<file path="src/rtl/loader_pkg.sv">
// Shared types and constants for the program loader: FSM states,
// load-stream target encoding and the width of the run-cycle counter.
package loader_pkg;

    // Width of the run-cycle status counter.
    localparam int RUN_CNT_W = 32;

    // Loader sequencing: stream the program in, let the core run, then
    // park in one of two terminal states until the next reset.
    typedef enum logic [1:0] {
        LOAD    = 2'd0,
        RUN     = 2'd1,
        DONE    = 2'd2,
        TIMEOUT = 2'd3
    } state_e;

    // Destination of a load-stream beat.
    typedef enum logic {
        TGT_IMEM = 1'b0,
        TGT_RF   = 1'b1
    } target_e;

endpackage

</file>
<file path="src/rtl/sat_counter.sv">
// Saturating up-counter with synchronous active-high clear. Counts one per
// enabled cycle and holds at all-ones instead of wrapping.
module sat_counter
    import loader_pkg::*;
#(
    parameter int W = RUN_CNT_W
) (
    input  logic         clk,
    input  logic         rst,
    input  logic         en,
    output logic [W-1:0] count
);

    logic [W-1:0] count_q;
    logic [W-1:0] count_d;

    // Next count: advance when enabled unless already pinned at the top.
    always_comb begin
        // NOTE: every signal written here gets a default first, so no path
        // leaves it unassigned and no latch is inferred.
        count_d = count_q;
        if (en && (count_q != '1)) begin
            count_d = count_q + W'(1);
        end
    end

    // Count register with synchronous clear.
    always_ff @(posedge clk) begin
        // NOTE: state is updated with non-blocking assignments so every flop
        // samples the pre-edge values, independent of statement order.
        if (rst) begin
            count_q <= '0;
        end else begin
            count_q <= count_d;
        end
    end

    assign count = count_q;

endmodule

</file>
<file path="src/rtl/prog_loader.sv">
// Program loader: accepts a stream of words destined for instruction memory
// or the register file, writes them out one cycle after acceptance, then
// releases the core from reset and supervises it until it halts or runs out
// of its cycle budget.
module prog_loader
    import loader_pkg::*;
#(
    parameter int IMEM_AW    = 8,
    parameter int XLEN       = 32,
    parameter int RF_AW      = 5,
    parameter int MAX_CYCLES = 100
) (
    input  logic                 clk,
    input  logic                 rst,

    input  logic                 s_valid,
    output logic                 s_ready,
    input  logic [XLEN-1:0]      s_data,
    input  logic                 s_target,
    input  logic                 s_last,

    output logic                 imem_we,
    output logic [IMEM_AW-1:0]   imem_addr,
    output logic [XLEN-1:0]      imem_wdata,

    output logic                 rf_we,
    output logic [RF_AW-1:0]     rf_addr,
    output logic [XLEN-1:0]      rf_wdata,

    output logic                 core_rst,
    input  logic                 halt,

    output logic                 done,
    output logic                 timeout,
    output logic                 overflow,
    output logic [RUN_CNT_W-1:0] run_cycles
);

    // Value the counter shows in the cycle before the budget is used up;
    // seeing it while counting means this is the last permitted cycle.
    localparam logic [RUN_CNT_W-1:0] LAST_RUN_CNT = RUN_CNT_W'(MAX_CYCLES - 1);

    state_e               state_q, state_d;

    // Write pointers; the full flag records that the last address has
    // already been written so further beats are dropped instead of wrapping.
    logic [IMEM_AW-1:0]   imem_cnt_q, imem_cnt_d;
    logic                 imem_full_q, imem_full_d;
    logic [RF_AW-1:0]     rf_cnt_q, rf_cnt_d;
    logic                 rf_full_q, rf_full_d;

    // Registered write ports.
    logic                 imem_we_q, imem_we_d;
    logic [IMEM_AW-1:0]   imem_addr_q, imem_addr_d;
    logic [XLEN-1:0]      imem_wdata_q, imem_wdata_d;
    logic                 rf_we_q, rf_we_d;
    logic [RF_AW-1:0]     rf_addr_q, rf_addr_d;
    logic [XLEN-1:0]      rf_wdata_q, rf_wdata_d;

    logic                 core_rst_q, core_rst_d;
    logic                 overflow_q, overflow_d;

    logic                 accept;
    logic                 run_en;
    logic [RUN_CNT_W-1:0] run_cnt;

    assign s_ready = (state_q == LOAD) && !rst;
    assign accept  = s_valid && s_ready;

    // The core is counted as running only once its reset has been released.
    assign run_en  = (state_q == RUN) && !core_rst_q;

    sat_counter #(
        .W     (RUN_CNT_W)
    ) u_run_cnt (
        .clk   (clk),
        .rst   (rst),
        .en    (run_en),
        .count (run_cnt)
    );

    // Next state: leave LOAD on the last beat; in RUN a halt from the live
    // core beats an expiring budget; DONE and TIMEOUT hold until reset.
    always_comb begin
        state_d = state_q;
        unique case (state_q)
            LOAD: begin
                if (accept && s_last) begin
                    state_d = RUN;
                end
            end
            RUN: begin
                if (run_en && halt) begin
                    state_d = DONE;
                end else if (run_en && (run_cnt == LAST_RUN_CNT)) begin
                    state_d = TIMEOUT;
                end
            end
            DONE:    state_d = DONE;
            TIMEOUT: state_d = TIMEOUT;
            default: state_d = LOAD;
        endcase

        // Core reset drops only after a full cycle in RUN, so the final
        // program write lands before the core starts fetching.
        core_rst_d = !((state_q == RUN) && (state_d == RUN));
    end

    // Write path: route an accepted beat to its target, or drop it and
    // flag overflow when that target has no address left.
    always_comb begin
        imem_we_d    = 1'b0;
        imem_addr_d  = imem_addr_q;
        imem_wdata_d = imem_wdata_q;
        imem_cnt_d   = imem_cnt_q;
        imem_full_d  = imem_full_q;
        rf_we_d      = 1'b0;
        rf_addr_d    = rf_addr_q;
        rf_wdata_d   = rf_wdata_q;
        rf_cnt_d     = rf_cnt_q;
        rf_full_d    = rf_full_q;
        overflow_d   = overflow_q;

        if (accept) begin
            if (target_e'(s_target) == TGT_IMEM) begin
                if (imem_full_q) begin
                    overflow_d = 1'b1;
                end else begin
                    imem_we_d    = 1'b1;
                    imem_addr_d  = imem_cnt_q;
                    imem_wdata_d = s_data;
                    if (imem_cnt_q == '1) begin
                        imem_full_d = 1'b1;
                    end else begin
                        imem_cnt_d  = imem_cnt_q + IMEM_AW'(1);
                    end
                end
            end else begin
                if (rf_full_q) begin
                    overflow_d = 1'b1;
                end else begin
                    rf_we_d    = 1'b1;
                    rf_addr_d  = rf_cnt_q;
                    rf_wdata_d = s_data;
                    if (rf_cnt_q == '1) begin
                        rf_full_d = 1'b1;
                    end else begin
                        rf_cnt_d  = rf_cnt_q + RF_AW'(1);
                    end
                end
            end
        end
    end

    // State, pointers and registered ports, all cleared by synchronous reset.
    always_ff @(posedge clk) begin
        if (rst) begin
            state_q      <= LOAD;
            imem_cnt_q   <= '0;
            imem_full_q  <= 1'b0;
            rf_cnt_q     <= '0;
            rf_full_q    <= 1'b0;
            imem_we_q    <= 1'b0;
            imem_addr_q  <= '0;
            imem_wdata_q <= '0;
            rf_we_q      <= 1'b0;
            rf_addr_q    <= '0;
            rf_wdata_q   <= '0;
            core_rst_q   <= 1'b1;
            overflow_q   <= 1'b0;
        end else begin
            state_q      <= state_d;
            imem_cnt_q   <= imem_cnt_d;
            imem_full_q  <= imem_full_d;
            rf_cnt_q     <= rf_cnt_d;
            rf_full_q    <= rf_full_d;
            imem_we_q    <= imem_we_d;
            imem_addr_q  <= imem_addr_d;
            imem_wdata_q <= imem_wdata_d;
            rf_we_q      <= rf_we_d;
            rf_addr_q    <= rf_addr_d;
            rf_wdata_q   <= rf_wdata_d;
            core_rst_q   <= core_rst_d;
            overflow_q   <= overflow_d;
        end
    end

    // Outputs are masked by rst directly so that a write registered just
    // before reset is never presented, and the reset values appear from the
    // very first cycle rst is high rather than one edge later.
    assign imem_we    = imem_we_q && !rst;
    assign imem_addr  = rst ? '0 : imem_addr_q;
    assign imem_wdata = rst ? '0 : imem_wdata_q;
    assign rf_we      = rf_we_q && !rst;
    assign rf_addr    = rst ? '0 : rf_addr_q;
    assign rf_wdata   = rst ? '0 : rf_wdata_q;
    assign core_rst   = core_rst_q || rst;
    assign done       = (state_q == DONE) && !rst;
    assign timeout    = (state_q == TIMEOUT) && !rst;
    assign overflow   = overflow_q && !rst;
    assign run_cycles = rst ? '0 : run_cnt;

    // One beat per cycle means the two write ports never fire together.
    a_single_write: assert property (@(posedge clk) disable iff (rst)
        !(imem_we_q && rf_we_q));

    // The run counter stops at the budget because RUN is left there.
    a_budget_bound: assert property (@(posedge clk) disable iff (rst)
        run_cnt <= RUN_CNT_W'(MAX_CYCLES));

endmodule

</file>
<file path="config.mk">
export PLATFORM = sky130hd
export DESIGN_NAME = prog_loader
export DESIGN_NICKNAME = d
export VERILOG_FILES = /design/src/rtl/loader_pkg.sv /design/src/rtl/sat_counter.sv /design/src/rtl/prog_loader.sv
export SDC_FILE = /design/constraint.sdc
export NUM_CORES = 1
export LEC_CHECK = 0
export ABC_AREA = 1
export CELL_PAD_IN_SITES_DETAIL_PLACEMENT = 1
export CELL_PAD_IN_SITES_GLOBAL_PLACEMENT = 1
export CORE_UTILIZATION = 31
export CTS_CLUSTER_DIAMETER = 200
export DETAILED_ROUTE_END_ITERATION = 7
export PLACE_DENSITY = 0.78
export REMOVE_ABC_BUFFERS = 1
export SLEW_MARGIN = 15
export SYNTH_ARGS = -nofsm -noshare
export SYNTH_HDL_FRONTEND = slang
export SYNTH_SLANG_ARGS = --single-unit
</file>
<file path="constraint.sdc">
create_clock -name clk -period 1.82 [get_ports clk]
set_clock_uncertainty 0.05 [all_clocks]
set_input_delay 0.364 -clock clk [delete_from_list [all_inputs] [get_ports clk]]
set_output_delay 0.364 -clock clk [all_outputs]
set_load 0.05 [all_outputs]
</file>
### Word-level counts from Yosys, hierarchy flattened

Index checks and enable logic that the tools add are counted.

| cells by class | value |
|---|---|
| add/subtract/negate cells | 3 |
| equality and inequality tests | 9 |
| muxes and demuxes | 18 |
| bitwise logic cells | 6 |
| reductions and logical operators | 28 |

Operators by type and width:

| operator | number |
|---|---|
| 2-to-1 mux 32 bit | 3 |
| adder 32 x 1 -> 32 bit, second input constant | 1 |
| equality test 32 x 7 -> 1 bit, second input constant | 1 |
| != test 32 bit, second input constant | 1 |
| logical AND 1 bit | 13 |
| 2-to-1 mux 1 bit | 9 |
| AND reduction 3 bit | 3 |
| adder 8 x 1 -> 8 bit, second input constant | 1 |
| equality test 8 bit, second input constant | 1 |
| 2-to-1 mux 8 bit | 1 |
| one-hot mux 2 bit (4 select lines) | 1 |
| AND reduction 4 bit | 2 |
| 2-to-1 mux 2 bit | 3 |
| NOT 1 bit | 6 |
| OR reduction 3 bit | 2 |
| adder 5 x 1 -> 5 bit, second input constant | 1 |
| equality test 5 bit, second input constant | 1 |
| 2-to-1 mux 5 bit | 1 |
| equality test 2 x 1 -> 1 bit, second input constant | 2 |
| equality test 2 bit, second input constant | 2 |
| AND reduction 2 bit | 2 |
| logical NOT 1 bit | 3 |
| logical NOT 2 bit | 1 |
| != test 2 x 1 -> 1 bit, second input constant | 1 |
| 2 further kinds | 2 |

| word-level totals | value |
|---|---|
| flip-flop bits (word level) | 130 |
| bits of input ports | 38 |
| output and inout bits | 116 |

### Longest topological paths before layout

Gate-level depths: netlist of the first run.

| logic depth | value |
|---|---|
| depth in word-level cells | 9 |
| mapped depth | 11 |

### Modules after synthesis

A second synthesis of the first run with hierarchy kept.

| unflattened totals | value |
|---|---|
| cells, all modules | 984 |
| area total of the unflattened synthesis | 6,511.2 µm² |

Modules (own cells, without submodules):

| module | times used | cells an instance | area an instance (µm²) | sequential area each (µm²) |
|---|---|---|---|---|
| prog_loader | 1 | 660 | 4,449.3 | 1,961.9 |
| sat_counter | 1 | 324 | 2,062.0 | 640.6 |

### Worst setup path before layout of the first run

OpenSTA, ideal clock, no wires.

| timing path | value |
|---|---|
| kind | input-to-output |
| start point | in rst |
| end point | out done |
| data arrival time | 1.853 ns |
| slack | -0.447 ns |
| stages | 3 |
| cells stage by stage | clkbuf_1 clkbuf_1 nor3_1 |

| on the way | value |
|---|---|
| longest elaborated chain between the ends | 2 |

RTL lines:

| what | line | RTL |
|---|---|---|
| start: declaration | prog_loader.sv:14 | `input logic rst,` |
| logical NOT 1 bit | prog_loader.sv:198 | `assign done = (state_q == DONE) && !rst;` |
| logical AND 1 bit | prog_loader.sv:198 |  |
| end: declaration | prog_loader.sv:33 | `output logic done,` |

Every way passes these cells.

### Final worst setup path of the first run

| timing path | value |
|---|---|
| start point | reg state_q[1] |
| end point | out done |

| on the way | value |
|---|---|
| longest elaborated chain between the ends | 2 |

RTL lines:

| what | line | RTL |
|---|---|---|
| start: declaration | prog_loader.sv:43 | `state_e state_q, state_d;` |
| start signal: assignment | prog_loader.sv:172 | `state_q <= state_d;` |
| equality test 2 bit | prog_loader.sv:198 |  |
| logical AND 1 bit | prog_loader.sv:198 |  |

Every way passes these cells.

==> reports/results.tsv, run 1 <==
metric	value	unit
fmax	573.2	MHz
syn_area	6315	um^2
clk_latency	0.43	ns
crit_required	1.41	ns
area_growth	41.47	%
dp_cells	1401	
yosysWarnings	0	
synth.avg_cell_area	6.510	um^2
min_to	rf_wdata_q[29]	
period_needed	1.744	ns
drtPass1Iterations	4	
start_kind	flip-flop	
cts_buffer_depth	2	
relSlewSlack	76.03	%
nets	1198	
clock_sinks	130	
grt_util_all_layers	19.99	%
rows	51	
synth.area.top_cells	dfxtp_1, nor2_1, nand2_1	
h-tree-depth	4	
overflow	0	
reg2reg_depth	10	
ys_types	28	
gp_congestion	0.8930	
clk_pin_slew	0.06	ns
die_w	144.7	um
grt_max_degree	95	
drt_iter0_drc	283	
holdWs	0.4039	ns
seq_area_frac_synth	41.21	%
hold_buffers	0	
synth_top_area_share	41.21	%
min_path_cells	2	
hold_viol_final	0	
fin_crit_sh	95.85	%
io_pins	154	
outcome	complete, no violations	
final_cells	1434	
ys_ff_latch	130	
routed_wl	20300	um
core	19720	um^2
maxSlewViolCount	0	
synth_cells	970	
antenna_found_initial	0	
arrival	1.33	ns
ir_drop	0.0006231	V
start_util	32.03	%
total_leakage_power	0.003704	uW
setup_ws	0.07550	ns
portBuffers	153	
tightest_slew	0.3596	ns
reg2reg_slack	0.10	ns
n_antenna_cell	0	
crit_fanout	3	
max_cap_viol_count	0	
die_h	144.7	um
worstHoldPathType	flip-flop to flip-flop	
min_from	rf_wdata_q[29]	
fillers	2533	
ant_nets	0	
hpwl	15200	um
drive_gt1_share	21.21	%
grt_pass1_vias	6759	
setup_violations	0	
r2r-end	u_run_cnt.count[30]	
root_buffer	clkbuf_16	
timing.rr.start	u_run_cnt.count[1]	
end_kind	output pin	
place_ws	-0.1069	ns
yosys.area.top_type	dfxtp_1	
wl_per_cell	14.16	um
grt_pass1_wl	32730	um
drc	0	
critPathKind	flip-flop to output pin	
power_density	790.4	nW/um^2
num_vias	6663	
cts_tree	done	
die-area	20950	um^2
viasPerCell	4.646	
numCtsBuffers	17	
## how the worst max path moves through the flow
stage,startpoint,end,slack (ns)
2_1_floorplan,rst,rf_addr_q[1],-1.04
3_5_place_dp,s_valid,imem_cnt_q[5],-0.11
3_3_place_gp,s_target,rf_wdata_q[20],-0.04
6_report,state_q[1],done,0.08
5_1_grt,u_run_cnt.count[1],u_run_cnt.count[30],-0.02
4_1_cts,state_q[1],timeout,-0.006
## registers in the layout, indices dropped and copies added, names as in the netlist, 2 cells and up
register,flops
u_run_cnt.count,32
rf_cnt_q,5
imem_wdata_q,32
imem_cnt_q,8
state_q,2
imem_addr_q,8
rf_wdata_q,32
rf_addr_q,5
## timing repair
action                     4_1_cts  5_1_grt
buffers inserted                 0        1
gates resized for setup          5       21
pin swaps                        1        5
gates cloned                     0        0
setup endpoints to repair        5       30
hold endpoints to repair         0        0
## worst max-delay path: stages (launching register included)
cell and delay [ns]:
dfxtp_2 0.35, buf_4 0.13, inv_1 0.09, nor3_4 0.17, buf_12 0.16
## metrics by stage
stage	power (uW)	util, %	instance area, um^2	setup TNS (ns)
floorplan	3444	-	6097	-57.72
global placement	3816	41.97	8275	-0.7811
detailed placement	3830	41.97	8275	-2.406
CTS	7144	44.93	8860	-0.005768
global route	7345	45.31	8934	-0.01807
finish	7061	45.31	8934	0
## report_power, final
part	internal [uW]	switching (uW)
sequential	2940	29.7
combinational	284	508
clock	1810	1490
## cell usage after synthesis, drive strengths merged
cell type  number
nor3           13
ha              4
buf             9
clkinv          1
a21oi         111
nor2          194
nor4            4
xor2           15
or2             1
a31o            1
o21ai          87
inv           147
clkbuf         39
dfxtp         130
nor3b           1
nand2         180
nand4          10
nand3          23
## cell families after synthesis
logic type,Yosys count,synth area share [%]
AOI/OAI and AO/OA,199,15.83
xor gates and xnor gates,15,2.081
adders and majority gates,4,0.7926
buffers and inverters,196,12.24
DFF,130,41.21
and+or+nand+nor,426,27.84
## routing by layer
metal	routed length, um	track usage, %	up-vias
li1	-	-	3402
met1	9120	24.62	3128
met2	10020	33.98	108
met3	806	4.705	25
met4	353	6.870	0
met5	0	0	-
## final cells by class
type | count | area (um^2) | area share [%]
tap | 265 | 331.6 | 3.711
clock buffer | 17 | 425.4 | 4.762
sequential | 130 | 2609 | 29.20
timing repair buffer | 215 | 1869 | 20.92
clock inverter | 15 | 135.1 | 1.513
inverter | 148 | 560.5 | 6.275
multi-input combinational | 644 | 3003 | 33.61
## cells in the final DEF (no fill, tap or decap), drive strengths merged, types with 10 or more instances in the layout
master	count
nor2	194
nand2	180
buf	179
inv	158
dfxtp	130
a21oi	111
o21ai	87
clkdlybuf4s50	36
nand3	23
clkbuf	17
xor2	15
nor3	13
nand4	10
(Power assumes the default switching activity.)
==> run 2: changes to the inputs <==
--- a/config.mk
+++ b/config.mk
@@ -5,12 +5,12 @@
 export SDC_FILE = /design/constraint.sdc
 export NUM_CORES = 1
 export LEC_CHECK = 0
-export ABC_AREA = 1
 export CELL_PAD_IN_SITES_DETAIL_PLACEMENT = 1
 export CELL_PAD_IN_SITES_GLOBAL_PLACEMENT = 1
-export CORE_UTILIZATION = 31
+export CORE_UTILIZATION = 32
 export CTS_CLUSTER_DIAMETER = 200
 export DETAILED_ROUTE_END_ITERATION = 7
+export HOLD_SLACK_MARGIN = 0.03
 export PLACE_DENSITY = 0.78
 export REMOVE_ABC_BUFFERS = 1
 export SLEW_MARGIN = 15
==> run 2 against run 1 <==
  * First-iteration DRC count up 3.2%
  * Final cell count is 11% lower
  * Worst setup slack got worse by 0.45 ns
  * Global-route usage increased by 2.4 points
  * Via count grew 0.30%
  * The run now ends with DRC, setup timing left
  * Largest power group unchanged
  * Sequential share of layout area fell by 5.0 points
==> reports/results.tsv, run 2 <==
metric	value	unit
fillers	2010	
grt_pass1_wl	34390	um
ys_types	47	
num_vias	6683	
drtPass1Iterations	8	
min_path_cells	4	
gp_congestion	0.8481	
synth-edff-count	0	
synth.avg_cell_area	7.889	um^2
ir_drop	0.0007924	V
yosys.area.top_type	dfxtp_1	
syn_area	5979	um^2
clk_latency	0.43	ns
violations	DRC, setup timing	
fin_area	10850	um^2
place_area	8194	um^2
synthTopCellsByCount	nand2_1, dfxtp_1, nor2b_1, a21oi_1, nor2_1	
synth_cells	758	
setup-tns-final	-13.44	ns
grt_pass1_vias	6578	
viasPerCell	5.233	
grt_max_degree	99	
start_util	32.95	%
drt_iter0_drc	292	
nets	1078	
cts_buffer_depth	2	
clk_pin_slew	0.06	ns
worstHoldPathType	primary input to flip-flop	
yosysWarnings	0	
max_cap_viol_count	0	
start_kind	flip-flop	
rsz0062_at_grt	yes	
async_flop_share	0	%
hold_viol_final	0	
drc	12	
cts_tree	done	
crit_fanout	4	
area_growth	81.40	%
tightest_slew	0.5927	ns
h-tree-depth	4	
synth_top_area_share	43.52	%
overflow	0	
setup_violations	123	
outcome	finished with violations	
layout.cells.most_common	buf_4	
hold_buffers	0	
total_leakage_power	0.004651	uW
crit_required	2.13	ns
grt_util_all_layers	22.40	%
wl_per_cell	21.25	um
relSlewSlack	60.48	%
die-area	19240	um^2
place_ws	-0.5582	ns
core	18150	um^2
setup_ws	-0.3741	ns
die_h	138.7	um
routed_wl	27140	um
fmax	455.8	MHz
fin_crit_sh	120.6	%
synth.area.top_cells	dfxtp_1, nor2b_1, nand2_1	
numCtsBuffers	17	
reg2reg_depth	8	
hpwl	13770	um
end_kind	flip-flop	
n_antenna_cell	0	
critPathKind	flip-flop to flip-flop	
portBuffers	153	
synth.most_common_cell	nand2_1	
ys.flop_type	dfxtp_1	
ys_ff_latch	130	
ant_nets	0	
root_buffer	clkbuf_16	
drive_gt1_share	51.91	%
antenna_found_initial	0	
final_cell_mix	buf_4, dfxtp_1, nand2_1	
arrival	2.50	ns
regArea	2624	um^2
period_needed	2.194	ns
io_pins	154	
multiInputGateArea	4382	um^2
maxSlewViolCount	0	
power_density	692.3	nW/um^2
seq_area_frac_synth	43.52	%
clock_sinks	130	
rows	49	
totalPowerFinal	7509	uW
die_w	138.7	um
run 2: changes by cell type after synthesis, moves of 11 or more:
cell | previous run | this run
a21oi_1 | 111 | 85
inv_1 | 143 | 7
mux2_2 | 0 | 12
nor2_1 | 186 | 43
nor2b_1 | 0 | 110
o21ai_0 | 87 | 13
xnor2_1 | 0 | 11
run 2: repair_timing:
item	4_1_cts	5_1_grt
cloned	0	10
buffers inserted	17	19
resized for setup	92	290
endpoints found under the setup margin	149	169
pin swaps	38	97
run 2: path summary, 6_finish.rpt:
path                        start                  end  slack (ns)
setup / recovery       core_rst_q  u_run_cnt.count[21]       -0.37
hold / removal                rst           overflow_q        0.36
setup reg to reg       core_rst_q  u_run_cnt.count[21]       -0.37
hold reg to reg   imem_wdata_q[9]      imem_wdata_q[9]        0.40
run 2: routing by layer:
metal	global-route usage [%]	up-vias	wire (um)
met3	5.559	66	1174
met2	40.77	180	14630
met5	0	-	0
li1	-	3100	-
met1	25.01	3337	10340
met4	8.889	0	993
run 2: stage by stage:
stage / util (%) / instances / hold WS (ns)
6_report: 59.77 / 1277 / 0.3622
5_1_grt: 59.77 / 1277 / 0.3549
4_1_cts: 51.54 / 1248 / 0.2279
3_5_place_dp: 45.15 / 1200 / 0.3927
3_3_place_gp: 45.15 / 1200 / 0.3868
2_1_floorplan: - / 709 / 0.3757
run 2: worst max-delay path: stages, from the launching register on:
cell and delay (ns):
dfxtp_2 0.32, or3b_4 0.42, buf_6 0.15, nor4_4 0.32
buf_4 0.20, buf_4 0.11, nand2_2 0.06, or3_4 0.36
a21oi_2 0.13
run 2: area by class of cell:
type / instances / share of cell area, %
flip-flops and latches: 130 / 24.19
clock buffers: 20 / 4.118
inverters: 8 / 0.5076
clock inverters: 11 / 1.638
multi-input cells: 571 / 40.40
repair buffers: 308 / 26.51
well taps: 229 / 2.642
run 2: cell families (layout without fill, tap and decap cells):
| logic type | count (synthesis) | after routing | share of synthesized area [%] |
|---|---|---|---|
| fa+ha+maj | 4 | 4 | 0.8370 |
| simple gates | 416 | 416 | 35.24 |
| compound gates | 115 | 115 | 10.57 |
| flops | 130 | 130 | 43.52 |
| mux | 16 | 16 | 2.930 |
| buf+inv | 57 | 347 | 3.976 |
| xor+xnor | 20 | 20 | 2.930 |
run 2: where the power goes:
group          switching, uW  total (uW)  internal, uW
combinational            493         827           334
sequential              27.8        2930          2900
clock                   1410        3750          2340
==> run 3: changes to the inputs <==
--- a/config.mk
+++ b/config.mk
@@ -13,6 +13,7 @@
 export HOLD_SLACK_MARGIN = 0.03
 export PLACE_DENSITY = 0.78
 export REMOVE_ABC_BUFFERS = 1
+export SETUP_SLACK_MARGIN = 0.02
 export SLEW_MARGIN = 15
 export SYNTH_ARGS = -nofsm -noshare
 export SYNTH_HDL_FRONTEND = slang
==> constraint.sdc (replaced) <==
create_clock -name clk -period 1.82 [get_ports clk]
set_clock_uncertainty 0.05 [all_clocks]
set_input_delay 0.546 -clock clk [delete_from_list [all_inputs] [get_ports clk]]
set_output_delay 0.546 -clock clk [all_outputs]
set_load 0.05 [all_outputs]
==> run 3 against run 2 <==
  * The flow still finishes with violations (DRC, setup timing)
  * Final area is 15% higher
  * Clock-buffer cell count decreased by 2
  * Register-to-register slack worse by 0.17 ns
  * Die area unchanged
  * Flip-flop and latch count did not move
==> reports/results.tsv, run 3 (same netlist as run 2, synthesis figures left out) <==
metric	value	unit
outcome	finished with violations	
violations	DRC, setup timing	
clk_pin_slew	0.06	ns
layout.cells.most_common	nand2_1	
crit_top_cell	buf_6	
die_w	138.7	um
crit_slowest_cell	dfxtp_2	
io_pins	154	
total_leakage_power	0.004797	uW
dp_cells	1204	
final_cells	1328	
cts_tree	done	
ir_drop	0.0007396	V
gp_congestion	0.8880	
crit_required	2.12	ns
relSlewSlack	65.94	%
place_ws	-0.7432	ns
maxSlewViolCount	0	
worstHoldPathType	flip-flop to flip-flop	
rows	49	
root_buffer	clkbuf_16	
power_density	613.9	nW/um^2
cts_buffer_depth	2	
max_cap_viol_count	0	
clk_latency	0.45	ns
h-tree-depth	4	
fin_crit_sh	129.8	%
numCtsBuffers	17	
core	18150	um^2
arrival	2.66	ns
drc	6	
crit_fanout	5	
start_kind	flip-flop	
nets	1128	
cp_num_buf_inv	3	
viasPerCell	5.635	
wl_per_cell	27.79	um
hpwl	13610	um
grt_pass1_vias	8021	
setup_ws	-0.5428	ns
drtPass1Iterations	7	
num_vias	7483	
final_cell_mix	nand2_1, buf_4, nor2b_4	
drt_iter0_drc	382	
path_cells	buf_6 -> nand4_1 -> buf_6 -> nor4_4 -> buf_6 -> o211ai_1 -> or3_1 -> a21oi_1	
area_growth	108.2	%
n_antenna_cell	0	
antenna_found_initial	0	
ant_nets	0	
critPathKind	flip-flop to flip-flop	
portBuffers	153	
tightest_slew	0.5039	ns
drive_gt1_share	53.96	%
die-area	19240	um^2
start_util	32.95	%
hold_buffers	0	
overflow	0	
grt_util_all_layers	32.94	%
setup_violations	164	
crit_path_max_incr_delay	0.37	ns
clock_sinks	130	
grt_max_degree	45	
routed_wl	36910	um
grt_pass1_wl	47900	um
die_h	138.7	um
fmax	423.2	MHz
end_kind	flip-flop	
rsz0062_at_grt	yes	
period_needed	2.363	ns
hold_viol_final	0	
crit_family	simple AND/OR/NAND/NOR gates	
## run 3: metrics by stage
stage / power, uW / setup TNS (ns) / area (um^2) / hold slack [ns] / utilization [%]
floorplan: 3224 / -82.73 / 5772 / 0.3757 / -
global placement: 3550 / -74.64 / 8249 / 0.3868 / 45.46
detailed placement: 3563 / -81.28 / 8249 / 0.3922 / 45.46
CTS: 7460 / -15.64 / 11740 / 0.4088 / 64.71
global route: 7797 / -24.23 / 12450 / 0.4301 / 68.59
finish: 7641 / -20.55 / 12450 / 0.4071 / 68.59
## run 3: timing repair
item | 4_1_cts | 5_1_grt
buffers inserted | 40 | 39
pin swaps | 50 | 48
gates cloned | 24 | 2
endpoints found under the setup margin | 240 | 229
resized for setup | 482 | 155
## run 3: final timing paths
path | startpoint | to | slack [ns] | cells past startpoint
min reg2reg | imem_wdata_q[5] | imem_wdata_q[5] | 0.41 | 2
max reg2reg | u_run_cnt.count[0] | u_run_cnt.count[31] | -0.54 | 8
min | imem_wdata_q[5] | imem_wdata_q[5] | 0.41 | 2
max | u_run_cnt.count[0] | u_run_cnt.count[31] | -0.54 | 8
## run 3: layout make-up
class | instances | area, um^2
Tap cell | 229 | 286.5
Clock inverter | 14 | 155.1
Inverter | 8 | 40.04
Clock buffer | 18 | 439.2
Sequential cell | 130 | 2645
Multi-Input combinational cell | 571 | 4622
Timing Repair Buffer | 358 | 4259
Fill cell | 1826 | 5700
## run 3: routing by layer
| metal | track usage, % | wire length, um |
|---|---|---|
| met5 | 0 | 0 |
| met4 | 19.30 | 2552 |
| met1 | 32.95 | 13020 |
| met3 | 7.182 | 2069 |
| met2 | 62.60 | 19270 |
## run 3: tightest hold or removal path, cell delays in order (launching register included)
cell and delay (ns):
dfxtp_1 0.31, nand2_1 0.05, a21oi_1 0.05
## run 3: power by group
part           switching [uW]  internal, uW
sequential               38.4          2890
combinational             580           513
clock                    1540          2070
